**config.mk**
```make
export PLATFORM = sky130hd
export DESIGN_NAME = rr_arbiter_16
export DESIGN_NICKNAME = d
export VERILOG_FILES = /design/src/rtl/rr_arbiter_16.sv
export SDC_FILE = /design/constraint.sdc
export NUM_CORES = 1
export LEC_CHECK = 0
export BUFFER_PORTS_ARGS = -buffer_cell sky130_fd_sc_hd__buf_4
export CORE_ASPECT_RATIO = 1.25
export CORE_MARGIN = 1.5
export CORE_UTILIZATION = 30
export CTS_CLUSTER_SIZE = 8
export DETAILED_ROUTE_END_ITERATION = 6
export PLACE_DENSITY_LB_ADDON = 0.08
export SLEW_MARGIN = 20
export SYNTH_ARGS = -nofsm -noshare
export SYNTH_HDL_FRONTEND = slang
export SYNTH_SLANG_ARGS = --single-unit
```
**constraint.sdc**
```tcl
create_clock -name clk -period 5.3 [get_ports clk]
set_input_delay 1.59 -clock clk [delete_from_list [all_inputs] [get_ports clk]]
set_output_delay 1.59 -clock clk [all_outputs]
set_load 0.01 [all_outputs]
```
**src/rtl/rr_arbiter_16.sv**
```systemverilog
// -----------------------------------------------------------------------------
// rr_arbiter_16
//   Round-robin arbiter sharing one resource among 16 requesters. A winner is
//   found combinationally from the current request vector, starting one past
//   the last owner, and registered as a one-hot grant plus its 4-bit index.
//   The owner keeps the grant until it drops its request. On release, the
//   next winner is granted on the same edge, so there is no idle cycle.
//
//   Optional feature (macro GRANT_TIMEOUT_EN): a hold counter forces a
//   one-cycle revoke when the owner exceeds HOLD_MAX cycles while others wait.
//   Without the macro, grants are held indefinitely and timeout_o is 0.
//
// Ports
//   clk        rising-edge clock
//   rst_n      asynchronous active-low reset
//   req        request vector, bit i = requester i (level, held while owning)
//   arb_en     1 allows new grants; 0 blocks new grants, never revokes
//   gnt        registered one-hot grant, zero when no grant
//   gnt_idx    registered index of current/last owner
//   gnt_valid  registered, 1 when gnt is nonzero
//   timeout_o  one-cycle pulse on a forced revoke
// -----------------------------------------------------------------------------
module rr_arbiter_16 #(
   parameter int unsigned HOLD_MAX = 16
) (
   input  logic        clk,
   input  logic        rst_n,
   input  logic [15:0] req,
   input  logic        arb_en,
   output logic [15:0] gnt,
   output logic [3:0]  gnt_idx,
   output logic        gnt_valid,
   output logic        timeout_o
);

   if (HOLD_MAX < 2 || HOLD_MAX > 255) begin : g_bad_hold
      $error("rr_arbiter_16: HOLD_MAX must be in 2..255");
   end

   typedef enum logic [1:0] {
      IDLE   = 2'd0,
      GRANT  = 2'd1
`ifdef GRANT_TIMEOUT_EN
      ,
      REVOKE = 2'd2
`endif
   } state_t;

   state_t      state_q;
   logic [15:0] gnt_q;
   logic [3:0]  idx_q;
   logic        vld_q;
   logic        to_q;
   logic [3:0]  ptr_q;

`ifdef GRANT_TIMEOUT_EN
   localparam logic [7:0] HOLD_LAST = 8'(HOLD_MAX - 1);
   logic [7:0]  cnt_q;
   logic        others_req;
   assign others_req = |(req & ~(16'(1) << idx_q));
`endif

   // Returns {found, index}: first set bit of r searching base+1 upward with
   // wrap-around; base itself is checked last.
   function automatic logic [4:0] rr_pick(input logic [15:0] r, input logic [3:0] base);
      logic [4:0] res;
      logic [3:0] idx;
      res = '0;
      // Walk from farthest to nearest so the nearest set bit is written last.
      for (int i = 16; i >= 1; i--) begin
         idx = base + 4'(i);
         if (r[idx]) res = {1'b1, idx};
      end
      return res;
   endfunction

   // While granted, the owner is about to become the pointer on release, so
   // searching from the owner gives the no-bubble handover its correct start.
   logic [3:0] search_base;
   logic [4:0] pick;
   logic       pick_vld;
   logic [3:0] pick_idx;

   assign search_base = (state_q == GRANT) ? idx_q : ptr_q;
   assign pick        = rr_pick(req, search_base);
   assign pick_vld    = pick[4];
   assign pick_idx    = pick[3:0];

   always_ff @(posedge clk or negedge rst_n) begin
      if (!rst_n) begin
         state_q <= IDLE;
         gnt_q   <= '0;
         idx_q   <= '0;
         vld_q   <= 1'b0;
         to_q    <= 1'b0;
         ptr_q   <= 4'd15;
`ifdef GRANT_TIMEOUT_EN
         cnt_q   <= '0;
`endif
      end else begin
         to_q <= 1'b0;
         case (state_q)
            GRANT: begin
               if (!req[idx_q]) begin
                  ptr_q <= idx_q;
                  if (arb_en && pick_vld) begin
                     gnt_q   <= 16'(1) << pick_idx;
                     idx_q   <= pick_idx;
                     vld_q   <= 1'b1;
                     state_q <= GRANT;
`ifdef GRANT_TIMEOUT_EN
                     cnt_q   <= '0;
`endif
                  end else begin
                     gnt_q   <= '0;
                     vld_q   <= 1'b0;
                     state_q <= IDLE;
                  end
               end
`ifdef GRANT_TIMEOUT_EN
               else if (cnt_q == HOLD_LAST && others_req) begin
                  // Owner overstayed while others wait: drop for one cycle.
                  gnt_q   <= '0;
                  vld_q   <= 1'b0;
                  to_q    <= 1'b1;
                  ptr_q   <= idx_q;
                  state_q <= REVOKE;
               end else if (cnt_q != HOLD_LAST) begin
                  cnt_q <= cnt_q + 8'd1;
               end
`endif
            end
            // IDLE and the revoke cycle both arbitrate afresh from ptr_q.
            default: begin
               if (arb_en && pick_vld) begin
                  gnt_q   <= 16'(1) << pick_idx;
                  idx_q   <= pick_idx;
                  vld_q   <= 1'b1;
                  state_q <= GRANT;
`ifdef GRANT_TIMEOUT_EN
                  cnt_q   <= '0;
`endif
               end else begin
                  gnt_q   <= '0;
                  vld_q   <= 1'b0;
                  state_q <= IDLE;
               end
            end
         endcase
      end
   end

   assign gnt       = gnt_q;
   assign gnt_idx   = idx_q;
   assign gnt_valid = vld_q;
   assign timeout_o = to_q;

endmodule
```
==> results.toml <==
[clock_network]
htree_levels = 1
numClockSinks = 25
clockRootBuffer = "clkbuf_16"
post_cts_buffers = 0
clk_latency_ps = 270
cts_tree = "yes"
cts_resized = 0
clock_path_buffers = 2
numCtsBuffers = 3
path_clk_slew_ps = 60
hold_buffers = 0

[outcome]
status = "completed"

[timing]
maxSlewHeadroom_pct = 30.9
period_minus_slack_ps = 4930
tightest_slew_ps = 1030
setup_viol = 0
fin_ws_ps = 373
clock.fmax_ghz = 0.203
period_share_pct = 93.0
final_max_slew_viol_count = 0
rsz0062_at_grt = "false"
fin_skew_ps = 5.73
setup_tns_ps = 0
final_hold_viol_count = 0

[setup_path]
cp-end-kind = "flop"
cp-start-kind = "flop"
reg2reg_to = "gnt[14]"
reg2regPathDepth = 11
critical_path.most_common_cell = "mux2i_1"
arrival_ps = 5080
cp_max_fo = 15
rrSetupSlack_ps = 370
crit_path_end = "gnt[14]"
worst_path_max_delay_cell = "xnor2_2"
startpoint = "gnt_valid"
worstSetupPathType = "reg -> reg"
cp_top_family = "compound AO/OA/AOI/OAI gates"
crit_required_ps = 5450
path_cells = "mux2i_1, buf_4, ha_1, xnor2_2, mux4_2, mux2i_1, a311oi_1, o2111ai_1, o211ai_1, a31oi_2, o41ai_1"
max_stage_delay_ps = 850
timing.rr.start = "gnt_valid"
path_depth = 11
crit_buf_inv = 1

[worst_hold_path]
hold_path.class = "reg -> reg"

[floorplan]
die_h_um = 126
die_w_um = 102
start_util_pct = 31.2
rows = 44
die_area_um2 = 12900
io_pins = 41
core_um2 = 11700

[yosys]
syn_inst = 358
synth.distinct_cells = 78
syn_area_um2 = 3650
yosysWarnings = 0
synth_edf_count = 0
synth_ff_type = "dfrtp_1"
syn-num-nets = 384
async_flop_share_pct = 100
synth-seq-area-share_pct = 17.3
synth-seq-cells = 25
syn_avg_cell_area_um2 = 10.2

[placement]
port_buffers = 39
placed_cell_area_um2 = 4090
place_congestion = 0.848
place_hpwl_um = 9560
place_ws_ps = 517

[drt]
vias = 3293
wl_per_cell_um = 22.1
firstDrtPassIters = 5
viasPerCell = 5.94
wl_um = 12200
route.detailed.drc = 0
drt_iter0_markers = 252
postRouteAntennaNets = 0

[global_route]
grt_overflow = 0
antenna_found_initial = 0
grt_pass1_wl_um = 19700
grt_pass1_vias = 3320
grt_usage_pct = 19.8
grt_max_degree = 29

[flow_run]
maxCapViolCount = 0

[final_layout]
drive_gt1_share_pct = 34.6
n_antenna_cell = 0
seqCellArea_um2 = 631
stdcell_area_um2 = 4170
fillers = 1189
syn2layout_area_growth_pct = 14.2
multiInputGateArea_um2 = 2820
fin_nets = 420
## cell usage after synthesis, drive strengths merged, types with 6 or more instances
cell type,n,area [um2]
a211oi,8,60.1
nand2,34,128
buf,15,135
xnor2,12,139
a21oi,16,83.8
mux4,26,586
inv,10,45.1
o22ai,10,62.6
nand3,11,60.1
mux2,19,218
nor3,6,30.0
ha,7,87.6
nor2,19,71.3
o21ai,9,45.0
dfrtp,21,526
mux2i,45,523
o41ai,17,171
clkbuf,7,26.3
## per-stage QoR
| stage | hold WS, ps | utilization (%) | std cells |
|---|---|---|---|
| floorplan | 511 | - | 358 |
| global placement | 469 | 34.9 | 550 |
| detailed placement | 463 | 34.9 | 550 |
| CTS | 488 | 35.6 | 554 |
| global route | 498 | 35.6 | 554 |
| finish | 482 | 35.6 | 554 |
## worst register-to-register path: cells and delay by family, from the launching register on
family / cells / cell delay (ps)
AOI/OAI and AO/OA: 5 / 2030
xor gates and xnor gates: 1 / 860
adders and majority gates: 1 / 330
buffers and inverters: 1 / 230
DFF: 1 / 630
muxes: 3 / 740
## cell families (layout without fill, tap and decap cells)
kind of cell / Yosys count / after routing / synth area share [%]
XOR/XNOR: 12 / 12 / 3.80
buffers and inverters: 32 / 67 / 5.65
AND/OR/NAND/NOR: 86 / 86 / 11.4
AO/OA/AOI/OAI: 105 / 105 / 23.1
other: 1 / 1 / 0.103
flip-flops: 25 / 25 / 17.3
adder cells (fa/ha/maj): 7 / 7 / 2.40
multiplexers: 90 / 90 / 36.3
## metal layers
metal  track usage [%]  wire length [um]
met1              26.9              5340
met2              32.3              5880
met3              1.76               550
met4              8.09               449
met5                 0                 0
## layout make-up
cell class	count	area share, %
clock buffers	3	1.80
well taps	161	4.83
flip-flops and latches	25	15.1
clock inverters	1	0.120
repair buffers	53	9.54
multi-input cells	301	67.5
inverters	10	1.08
## placed cells by master, fill, tap and decap left out, types with 4 or more instances in the layout
master / instances
nand2_1: 34
o21ai_0: 9
dfstp_2: 4
dfrtp_1: 21
a21oi_1: 15
o41ai_1: 14
buf_4: 53
mux2i_2: 6
mux2i_4: 4
nor2_1: 19
o22a_1: 4
inv_1: 7
a211oi_1: 8
mux2i_1: 35
mux2_2: 18
nor3_1: 6
o22ai_1: 10
ha_1: 7
nand3_1: 10
xnor2_1: 9
mux4_2: 26
## registers in the layout (all words and copies together) (netlist names)
register / flops
gnt_valid: 1
gnt: 16
ptr_q: 4
gnt_idx: 4
## worst min-delay path by stage
stage / startpoint / to / slack (ps) / depth (start not counted)
floorplan: gnt[0] / gnt[0] / 510 / 2
global placement: gnt[6] / gnt[6] / 470 / 2
detailed placement: gnt[7] / gnt[7] / 460 / 2
CTS: gnt[14] / gnt[14] / 490 / 2
global route: gnt[14] / gnt[14] / 500 / 2
finish: gnt[7] / gnt[7] / 480 / 2
Power is left out: the tool's default activity adds up to more than one toggle a clock period on the data nets, which glitch-free logic cannot reach.
